### src/rtl/uart_pkg.sv
// -----------------------------------------------------------------------------
// uart_pkg
// Shared definitions for the UART transmit arbiter: FSM state type, the
// polarity of the UART Tx ready/busy line, and default block parameters.
// No ports (package).
// -----------------------------------------------------------------------------
package uart_pkg;

   typedef enum logic [1:0] {
      IDLE = 2'd0,
      REQ  = 2'd1,
      BUSY = 2'd2
   } arb_state_t;

   // UART Tx ready/busy line levels
   localparam logic TX_READY = 1'b1;
   localparam logic TX_BUSY  = 1'b0;

   localparam int WORD_LENGTH_DEF = 8;
   localparam int NUM_REQ_DEF     = 4;
   localparam int TIMEOUT_DEF     = 1023;

endpackage : uart_pkg

### src/rtl/rr_pick.sv
// -----------------------------------------------------------------------------
// rr_pick
// Combinational round-robin picker: returns the first set request bit at or
// after rr_ptr_i, scanning upward and wrapping at NUM_REQ.
// Ports:
//   req_i      per-requester request vector
//   rr_ptr_i   highest-priority index (must be < NUM_REQ)
//   win_vld_o  at least one request is set
//   win_idx_o  index of the winning requester
// -----------------------------------------------------------------------------
module rr_pick import uart_pkg::*; #(
   parameter int NUM_REQ = NUM_REQ_DEF,
   parameter int IDX_W   = $clog2(NUM_REQ)
) (
   input  logic [NUM_REQ-1:0] req_i,
   input  logic [IDX_W-1:0]   rr_ptr_i,
   output logic               win_vld_o,
   output logic [IDX_W-1:0]   win_idx_o
);

   localparam int             SUM_W     = IDX_W + 1;
   localparam logic [IDX_W:0] NUM_REQ_W = SUM_W'(NUM_REQ);

   logic [IDX_W:0]   sum_s;
   logic [IDX_W-1:0] cand_s;

   // Scan offsets from farthest to nearest so the nearest set bit is the last
   // one written; the wrap is an explicit subtract so odd NUM_REQ works.
   always_comb begin
      win_vld_o = 1'b0;
      win_idx_o = '0;
      sum_s     = '0;
      cand_s    = '0;
      for (int k = NUM_REQ - 1; k >= 0; k--) begin
         sum_s  = {1'b0, rr_ptr_i} + SUM_W'(k);
         cand_s = (sum_s >= NUM_REQ_W) ? IDX_W'(sum_s - NUM_REQ_W) : IDX_W'(sum_s);
         if (req_i[cand_s]) begin
            win_vld_o = 1'b1;
            win_idx_o = cand_s;
         end else begin
            win_vld_o = win_vld_o;
            win_idx_o = win_idx_o;
         end
      end
   end

endmodule : rr_pick

### src/rtl/uart_tx_arbiter.sv
// -----------------------------------------------------------------------------
// uart_tx_arbiter
// Round-robin scheduler sharing one UART transmitter among NUM_REQ byte
// requesters. The winner's byte is latched and held for the whole frame; the
// winner is acked when the transmitter goes busy; a watchdog aborts grants the
// transmitter never accepts.
// Ports:
//   clk_i, rst_i          clock, synchronous active-high reset
//   arb_en_i              allow new grants (in-flight frame always completes)
//   req_i, req_data_i     level requests and packed bytes (i at [i*WL +: WL])
//   ack_o                 one-cycle pulse to the winner on acceptance
//   done_o                one-cycle pulse when the frame finishes
//   timeout_err_o         one-cycle pulse on watchdog abort
//   grant_vld_o           a grant is in flight
//   grant_idx_o           current or last granted index
//   uart_tx_rqst_o        request to the UART Tx
//   uart_tx_data_o        byte to the UART Tx
//   uart_ready_i          UART Tx ready (1) / busy (0)
// -----------------------------------------------------------------------------
module uart_tx_arbiter import uart_pkg::*; #(
   parameter int NUM_REQ     = NUM_REQ_DEF,
   parameter int WORD_LENGTH = WORD_LENGTH_DEF,
   parameter int TIMEOUT     = TIMEOUT_DEF,
   parameter int IDX_W       = $clog2(NUM_REQ)
) (
   input  logic                           clk_i,
   input  logic                           rst_i,
   input  logic                           arb_en_i,
   input  logic [NUM_REQ-1:0]             req_i,
   input  logic [NUM_REQ*WORD_LENGTH-1:0] req_data_i,
   output logic [NUM_REQ-1:0]             ack_o,
   output logic                           done_o,
   output logic                           timeout_err_o,
   output logic                           grant_vld_o,
   output logic [IDX_W-1:0]               grant_idx_o,
   output logic                           uart_tx_rqst_o,
   output logic [WORD_LENGTH-1:0]         uart_tx_data_o,
   input  logic                           uart_ready_i
);

   localparam int                  WDOG_W    = $clog2(TIMEOUT + 1);
   localparam logic [WDOG_W-1:0]   WDOG_LAST = WDOG_W'(TIMEOUT - 1);
   localparam logic [WDOG_W-1:0]   WDOG_MAX  = {WDOG_W{1'b1}};
   localparam logic [NUM_REQ-1:0]  ACK_ONE   = {{(NUM_REQ-1){1'b0}}, 1'b1};
   localparam logic [IDX_W-1:0]    IDX_LAST  = IDX_W'(NUM_REQ - 1);

   arb_state_t             state_q, state_d;
   logic [IDX_W-1:0]       rr_ptr_q, rr_ptr_d;
   logic [IDX_W-1:0]       grant_idx_q, grant_idx_d;
   logic [WORD_LENGTH-1:0] data_q, data_d;
   logic                   rqst_q, rqst_d;
   logic [NUM_REQ-1:0]     ack_q, ack_d;
   logic                   done_q, done_d;
   logic                   tmo_q, tmo_d;
   logic                   gvld_q, gvld_d;
   logic [WDOG_W-1:0]      wdog_q, wdog_d;
   logic                   ready_seen_q, ready_seen_d;

   logic                   win_vld_s;
   logic [IDX_W-1:0]       win_idx_s;
   logic [WORD_LENGTH-1:0] win_data_s;

   // Next round-robin pointer: one past the last grant, wrapped explicitly.
   function automatic logic [IDX_W-1:0] next_ptr(input logic [IDX_W-1:0] idx);
      if (idx == IDX_LAST) begin
         return '0;
      end else begin
         return idx + 1'b1;
      end
   endfunction

   rr_pick #(
      .NUM_REQ (NUM_REQ),
      .IDX_W   (IDX_W)
   ) u_rr_pick (
      .req_i     (req_i),
      .rr_ptr_i  (rr_ptr_q),
      .win_vld_o (win_vld_s),
      .win_idx_o (win_idx_s)
   );

   // Select the winner's byte from the packed request data.
   always_comb begin
      win_data_s = '0;
      for (int i = 0; i < NUM_REQ; i++) begin
         if (win_idx_s == IDX_W'(i)) begin
            win_data_s = req_data_i[i*WORD_LENGTH +: WORD_LENGTH];
         end else begin
            win_data_s = win_data_s;
         end
      end
   end

   // FSM next state, watchdog, data latch and pulse outputs.
   always_comb begin
      state_d      = state_q;
      rr_ptr_d     = rr_ptr_q;
      grant_idx_d  = grant_idx_q;
      data_d       = data_q;
      rqst_d       = rqst_q;
      wdog_d       = wdog_q;
      ack_d        = '0;
      done_d       = 1'b0;
      tmo_d        = 1'b0;
      // After reset the frame the UART may still be sending is unknown, so
      // no grant is issued until the transmitter has been seen ready once.
      ready_seen_d = ready_seen_q | (uart_ready_i == TX_READY);

      case (state_q)
         IDLE: begin
            if (arb_en_i && win_vld_s && (ready_seen_q || (uart_ready_i == TX_READY))) begin
               state_d     = REQ;
               grant_idx_d = win_idx_s;
               data_d      = win_data_s;
               rqst_d      = 1'b1;
               wdog_d      = '0;
            end else begin
               state_d = IDLE;
            end
         end
         REQ: begin
            // Acceptance has priority over the watchdog on the same cycle.
            if (uart_ready_i == TX_BUSY) begin
               state_d = BUSY;
               rqst_d  = 1'b0;
               ack_d   = ACK_ONE << grant_idx_q;
            end else if (wdog_q == WDOG_LAST) begin
               state_d  = IDLE;
               rqst_d   = 1'b0;
               tmo_d    = 1'b1;
               rr_ptr_d = next_ptr(grant_idx_q);
            end else begin
               wdog_d = (wdog_q == WDOG_MAX) ? wdog_q : wdog_q + 1'b1;
            end
         end
         BUSY: begin
            if (uart_ready_i == TX_READY) begin
               state_d  = IDLE;
               done_d   = 1'b1;
               rr_ptr_d = next_ptr(grant_idx_q);
            end else begin
               state_d = BUSY;
            end
         end
         default: begin
            state_d = IDLE;
            rqst_d  = 1'b0;
         end
      endcase

      gvld_d = (state_d != IDLE);
   end

   // State and output registers with synchronous reset.
   always_ff @(posedge clk_i) begin
      if (rst_i) begin
         state_q      <= IDLE;
         rr_ptr_q     <= '0;
         grant_idx_q  <= '0;
         data_q       <= '0;
         rqst_q       <= 1'b0;
         ack_q        <= '0;
         done_q       <= 1'b0;
         tmo_q        <= 1'b0;
         gvld_q       <= 1'b0;
         wdog_q       <= '0;
         ready_seen_q <= 1'b0;
      end else begin
         state_q      <= state_d;
         rr_ptr_q     <= rr_ptr_d;
         grant_idx_q  <= grant_idx_d;
         data_q       <= data_d;
         rqst_q       <= rqst_d;
         ack_q        <= ack_d;
         done_q       <= done_d;
         tmo_q        <= tmo_d;
         gvld_q       <= gvld_d;
         wdog_q       <= wdog_d;
         ready_seen_q <= ready_seen_d;
      end
   end

   assign ack_o          = ack_q;
   assign done_o         = done_q;
   assign timeout_err_o  = tmo_q;
   assign grant_vld_o    = gvld_q;
   assign grant_idx_o    = grant_idx_q;
   assign uart_tx_rqst_o = rqst_q;
   assign uart_tx_data_o = data_q;

endmodule : uart_tx_arbiter

### config.mk
export PLATFORM = sky130hd
export DESIGN_NAME = uart_tx_arbiter
export DESIGN_NICKNAME = d
export VERILOG_FILES = /design/src/rtl/uart_pkg.sv /design/src/rtl/rr_pick.sv /design/src/rtl/uart_tx_arbiter.sv
export SDC_FILE = /design/constraint.sdc
export NUM_CORES = 1
export LEC_CHECK = 0
export CORE_MARGIN = 4
export CORE_UTILIZATION = 48
export CTS_BUF_LIST = sky130_fd_sc_hd__clkbuf_4 sky130_fd_sc_hd__clkbuf_8
export DETAILED_ROUTE_END_ITERATION = 7
export GPL_TIMING_DRIVEN = 0
export PLACE_DENSITY = 0.83
export SYNTH_ARGS = -nofsm -noshare
export SYNTH_HDL_FRONTEND = slang
export SYNTH_SLANG_ARGS = --single-unit
### constraint.sdc
create_clock -name clk_i -period 2.09 [get_ports clk_i]
set_clock_uncertainty 0.15 [all_clocks]
set_input_delay 0.418 -clock clk_i [delete_from_list [all_inputs] [get_ports clk_i]]
set_output_delay 0.418 -clock clk_i [all_outputs]
set_load 0.02 [all_outputs]
### After elaboration in Yosys (flattened, before gate mapping)

Index checks and enable logic that the tools add are counted.

| storage, ports and cells | value |
|---|---|
| register bits | 33 |

| operators by class | value |
|---|---|
| bitwise operators | 4 |
| equality and inequality tests | 15 |
| multiplexer cells | 45 |
| add/subtract/negate cells | 9 |
| shift-type cells | 1 |
| reductions and logical operators | 15 |
| $lt $le $gt $ge | 8 |

Operators with widths:

| operator | count |
|---|---|
| 2-to-1 mux 10 bit | 4 |
| 2-to-1 mux 8 bit | 4 |
| 2-to-1 mux 2 bit | 15 |
| equality test 10 bit, second input constant | 2 |
| case mux 10 bit (2 select lines) | 1 |
| 2-to-1 mux 1 bit | 14 |
| less-than comparator 2 x 3 -> 1 bit, second input constant | 4 |
| != test 2 bit, second input constant | 6 |
| adder 10 x 1 -> 10 bit, second input constant | 1 |
| >= comparator 3 bit, second input constant | 3 |
| binary-select mux 1 bit (select 2 bit) | 4 |
| equality test 2 bit, second input constant | 4 |
| subtractor 2 x 1 -> 2 bit, second input constant | 4 |
| adder 2 x 2 -> 3 bit, second input constant | 2 |
| case mux 2 bit (3 select lines) | 1 |
| nonzero test 2 bit | 3 |
| OR reduction 3 bit | 2 |
| AND reduction 5 bit | 1 |
| equality test 2 x 1 -> 1 bit, second input constant | 2 |
| logical NOT 2 bit | 2 |
| case mux 2 bit (2 select lines) | 1 |
| AND reduction 4 bit | 1 |
| << shifter 1 x 2 -> 4 bit, first input constant | 1 |
| adder 2 x 1 -> 3 bit, second input constant | 1 |
| 11 further kinds | 14 |

### Depth between registers and ports, before layout

Gate-level depths: netlist of the first run.

| logic depth | value |
|---|---|
| word-level depth | 14 |
| mapped depth | 7 |
| gate-level depth less buffers | 6 |

### Hierarchy

From an unflattened synthesis of the first run, not the netlist that was laid out.

| second synthesis, totals | value |
|---|---|
| cell total of the unflattened synthesis | 200 |
| area, all modules | 1,779.2 um^2 |

Modules (own cells, without submodules):

| module | times used | area an instance (um^2) | cells an instance | seq. area each (um^2) |
|---|---|---|---|---|
| uart_tx_arbiter | 1 | 1,701.6 | 187 | 660.6 |
| rr_pick | 1 | 77.6 | 13 | 0.0 |

### Least setup slack after synthesis of the first run

OpenSTA, ideal clock, no wires.

| timing | value |
|---|---|
| kind | reg-to-reg |
| from | register wdog_q[0] |
| to | register wdog_q[6] |
| slack | 0.195 ns |
| buffers on the path | 1 |
| arrival time | 1.675 ns |
| stages on the path, launching flop included | 8 |
| clock period less this slack | 1.895 ns |
| setup time | 0.070 ns |
| cells stage by stage | dfxtp_1 -> inv_1 -> ha_1 -> o21ai_1 -> nor4_2 -> buf_4 -> or4_1 -> a21oi_1 |

| between the ends | value |
|---|---|
| cells in the longest elaborated chain, start to end | 5 |

Ends and longest elaborated chain:

| what | line | RTL |
|---|---|---|
| start: declaration | uart_tx_arbiter.sv:56 | `logic [WDOG_W-1:0] wdog_q, wdog_d;` |
| start signal: assignment | uart_tx_arbiter.sv:178 | `wdog_q <= wdog_d;` |
| adder 10 x 1 -> 10 bit | uart_tx_arbiter.sv:133 | `wdog_d = (wdog_q == WDOG_MAX) ? wdog_q : wdog_q + 1'b1;` |
| 2-to-1 mux 10 bit | uart_tx_arbiter.sv:133 |  |
| 2-to-1 mux 10 bit | uart_tx_arbiter.sv:127 | `end else if (wdog_q == WDOG_LAST) begin` |
| 2-to-1 mux 10 bit | uart_tx_arbiter.sv:123 | `if (uart_ready_i == TX_BUSY) begin` |
| case mux 10 bit (2 select lines) | uart_tx_arbiter.sv:109 | `case (state_q)` |

Parallel ways exist; a longest one is shown, timed or not. The select of a mux whose other input is x is not followed.
A chain may end at the register's enable or synchronous reset.

### Worst setup path after layout of the first run

| timing | value |
|---|---|
| from | input req_i[3] |
| to | register wdog_q[9] |

| between the ends | value |
|---|---|
| cells in the longest elaborated chain, start to end | 10 |

Ends and longest elaborated chain:

| what | line | RTL |
|---|---|---|
| start: declaration | uart_tx_arbiter.sv:29 | `input logic [NUM_REQ-1:0] req_i,` |
| binary-select mux 1 bit (select 2 bit) | rr_pick.sv:37 | `if (req_i[cand_s]) begin` |
| 2-to-1 mux 1 bit (not written as such) | rr_pick.sv:37 |  |
| 2-to-1 mux 1 bit (3 in a row) | rr_pick.sv:37 |  |
| 2-to-1 mux 1 bit * | rr_pick.sv:37 |  |
| logical AND 1 bit * (2 in a row) | uart_tx_arbiter.sv:111 | `if (arb_en_i && win_vld_s && (ready_seen_q \|\| (uart_ready_i == TX_READY))) begin` |
| != test 2 bit (no source line) * | - |  |
| AND reduction 5 bit (no source line) * | - |  |

Mark *: on every way between the ends. The rest lies on a longest branch, timed or not. The select of a mux whose other input is x is not followed.

==> results of run 1 <==
## synthesized netlist by cell type, drive strengths merged
master,count
a21oi,12
nor4,2
o41a,1
o221ai,10
a21o,1
or4,10
a211o,1
clkbuf,2
nand3,11
nor2,7
nor3,4
and4,2
o21ai,5
or3b,1
a311oi,1
nand4,3
a221o,1
o221a,1
mux2i,20
nor2b,4
a211oi,1
ha,3
dfxtp,33
a31oi,2
nor3b,1
nand2b,8
nand4b,2
nand2,12
or2,2
buf,7
a21boi,1
inv,6
o31ai,5
nand3b,9
and3,2
o21bai,1
## layer usage
metal / global-route usage / share of wire / vias to the layer above
met2: 0.310 / 0.45 / 60
met4: 0.0933 / 0.019 / 0
li1: - / - / 876
met3: 0.0580 / 0.059 / 9
met5: 0 / 0 / -
met1: 0.288 / 0.47 / 846
## what timing repair did
action | in CTS | in global routing
setup endpoints to repair | 8 | 18
gates resized for setup | 1 | 16
pin swaps | 0 | 1
setup buffers | 3 | 0
## kinds of logic after synthesis
family	after synthesis	synth area share
AO/OA/AOI/OAI	43	0.185
adder cells (fa/ha/maj)	3	0.0206
buffers and inverters	15	0.0495
flip-flops	33	0.363
multiplexers	20	0.110
AND/OR/NAND/NOR	80	0.271
## power by group
part	total, mW	switching, mW	internal (mW)
Combinational	0.327	0.150	0.178
Clock	0.502	0.228	0.274
Sequential	0.677	0.0220	0.655
Total	1.51	0.400	1.11
## stage by stage
step	total power, mW	instances
6_report	1.51	309
5_1_grt	1.57	309
4_1_cts	1.51	309
3_5_place_dp	1.00	299
3_3_place_gp	0.999	299
2_1_floorplan	0.851	194
## flip-flops by register name (all words and copies together), names as in the netlist
register        flops
grant_vld_o         1
rr_ptr_q            2
uart_tx_data_o      8
wdog_q             10
grant_idx_o         2
state_q             2
timeout_err_o       1
uart_tx_rqst_o      1
ready_seen_q        1
ack_o               4
done_o              1
## critical path: cells and delay by family
kind | cells | cell delay, ns
and+or+nand+nor | 1 | 0.07
buffers and inverters | 2 | 0.64
AOI/OAI and AO/OA | 2 | 0.81
muxes | 1 | 0.11
## cells in the final DEF (no fill, tap or decap), types with 3 or more instances in the layout
master            n
clkbuf_8          6
o221ai_1          9
buf_4             5
clkdlybuf4s50_1  54
nor3_1            4
dlymetal6s2s_1    3
nand3_1          10
nand2b_1          8
nor2b_1           3
o31ai_1           5
nor2_1            6
a21oi_1          11
nand2_1          12
dfxtp_1          32
mux2i_1          20
nand3b_1          9
inv_1             6
or4_1             8
## cell type report
class	count	area share
Clock buffer	7	0.0344
Inverter	6	0.00861
Sequential cell	33	0.254
Buffer	9	0.0282
Multi-Input combinational cell	146	0.422
Tap cell	48	0.0230
Timing Repair Buffer	60	0.230
## final timing paths
check | start | endpoint | slack, ns | cells past startpoint
setup reg to reg | wdog_q[1] | grant_vld_o | 0.07 | 5
hold / removal | wdog_q[9] | wdog_q[9] | 0.32 | 2
setup / recovery | req_i[3] | wdog_q[9] | 0.05 | 6
hold reg to reg | wdog_q[9] | wdog_q[9] | 0.32 | 2
==> flow_summary.ini, run 1 <==
[floorplanning]
ioPinCount = 58
initial_core_util = 0.497
dieArea_um2 = 4840
fp.dieW_um = 69.5
rows = 22
die_h_um = 69.5
core_area_um2 = 3660

[logic_synthesis]
synth.area.top_cells = dfxtp_1 (36%), mux2i_1 (11%), o221ai_1 (4.3%), nand3b_1 (3.7%), or4_1 (3.7%)
yosysUniqueCellTypes = 48
ys_seq_area_frac = 0.363
yosys_warnings = 0
synth_top_area_frac = 0.363
synth_nets = 237
synthCells = 194
postSynthRegisterBits = 33
netlist_area_um2 = 1820
synth.largest_area_cell = dfxtp_1
synth.avg_cell_area_um2 = 9.37

[power_and_ir_drop]
peakVddDrop_v = 0.000395
p_per_area_nw_per_um2 = 576
leakagePower_nw = 1.02

[sta]
worst_pin_slew_ns = 0.465
rsz0062_at_grt = no
slew_violations = 0
fin_ws_ns = 0.0456
holdWs_ns = 0.320
finalSetupViolCount = 0
max_slew_margin = 0.688
min_period_over_period = 0.978
fmax_mhz = 489
hold_viol = 0
final.min_clock_period_ns = 2.04
setup_tns_ns = 0

[critical_path]
critPathSlowestCell = o41a_4
required_ns = 2.11
max_stage_delay_ns = 0.56
cp.arrival_ns = 2.06
worst_setup_path_start_kind = primary input
crit_type = primary input to register
cp_max_fo = 10
end_kind = register
crit_chain = clkdlybuf4s50_1, o41a_4, o221ai_4, buf_6, nor3_1, mux2i_1

[route]
ant_nets = 0
vias_per_cell = 5.80
drtIter0Drc = 125
drt_first_pass_iters = 4
remaining_drc_errors = 0
routed_wl_mm = 4.94
wl_per_cell_um = 16.0
num_vias = 1791

[layout]
final_layout_size_suffix_gt1_frac = 0.134
fillers = 286
antenna_cells = 0
synthToLayoutAreaGrowth_pct = 43.8
final_core_util = 0.714
fin_nets = 304
multi_input_area_um2 = 1100
regArea_um2 = 664
postLayoutCellArea_um2 = 2620

[place]
portBuffers = 57
place.gp.congestion = 0.828
post-place-ws_ns = -0.356
hpwl_mm = 3.56
placed_area_um2 = 2450

[clock_tree]
cts.path.max_buffers = 2
clock-sinks = 33
numCtsBuffers = 5
clkLatencyLatePin_ns = 0.29
htreeDepth = 2
clkTransAtPathRegs_ns = 0.06
cts_root_buf = clkbuf_8
hold_buffers = 0
cts_tree = yes

[min_path]
hp-class = register to register

[global_route]
grt_usage = 0.212
overflow = 0
antenna_found_initial = 0
grt_max_degree = 11
grt_pass1_vias = 1694
grt_pass1_wl_mm = 8.25

[run]
drv_cap = 0

[outcome]
outcome = complete, no violations
No activity file was read; power rests on OpenSTA's default activity.
==> run 2, diff against run 1 <==
--- a/config.mk
+++ b/config.mk
@@ -14,3 +14,4 @@
 export SYNTH_ARGS = -nofsm -noshare
 export SYNTH_HDL_FRONTEND = slang
 export SYNTH_SLANG_ARGS = --single-unit
+export TNS_END_PERCENT = 20
==> results of run 2 <==
No change in the layout: final DEF, timing and power equal those of run 1.
==> run 3, diff against run 2 <==
--- a/config.mk
+++ b/config.mk
@@ -9,6 +9,7 @@
 export CORE_UTILIZATION = 48
 export CTS_BUF_LIST = sky130_fd_sc_hd__clkbuf_4 sky130_fd_sc_hd__clkbuf_8
 export DETAILED_ROUTE_END_ITERATION = 7
+export GPL_ROUTABILITY_DRIVEN = 0
 export GPL_TIMING_DRIVEN = 0
 export PLACE_DENSITY = 0.83
 export SYNTH_ARGS = -nofsm -noshare
==> results of run 3 <==
No change in the layout: final DEF, timing and power equal those of run 1.
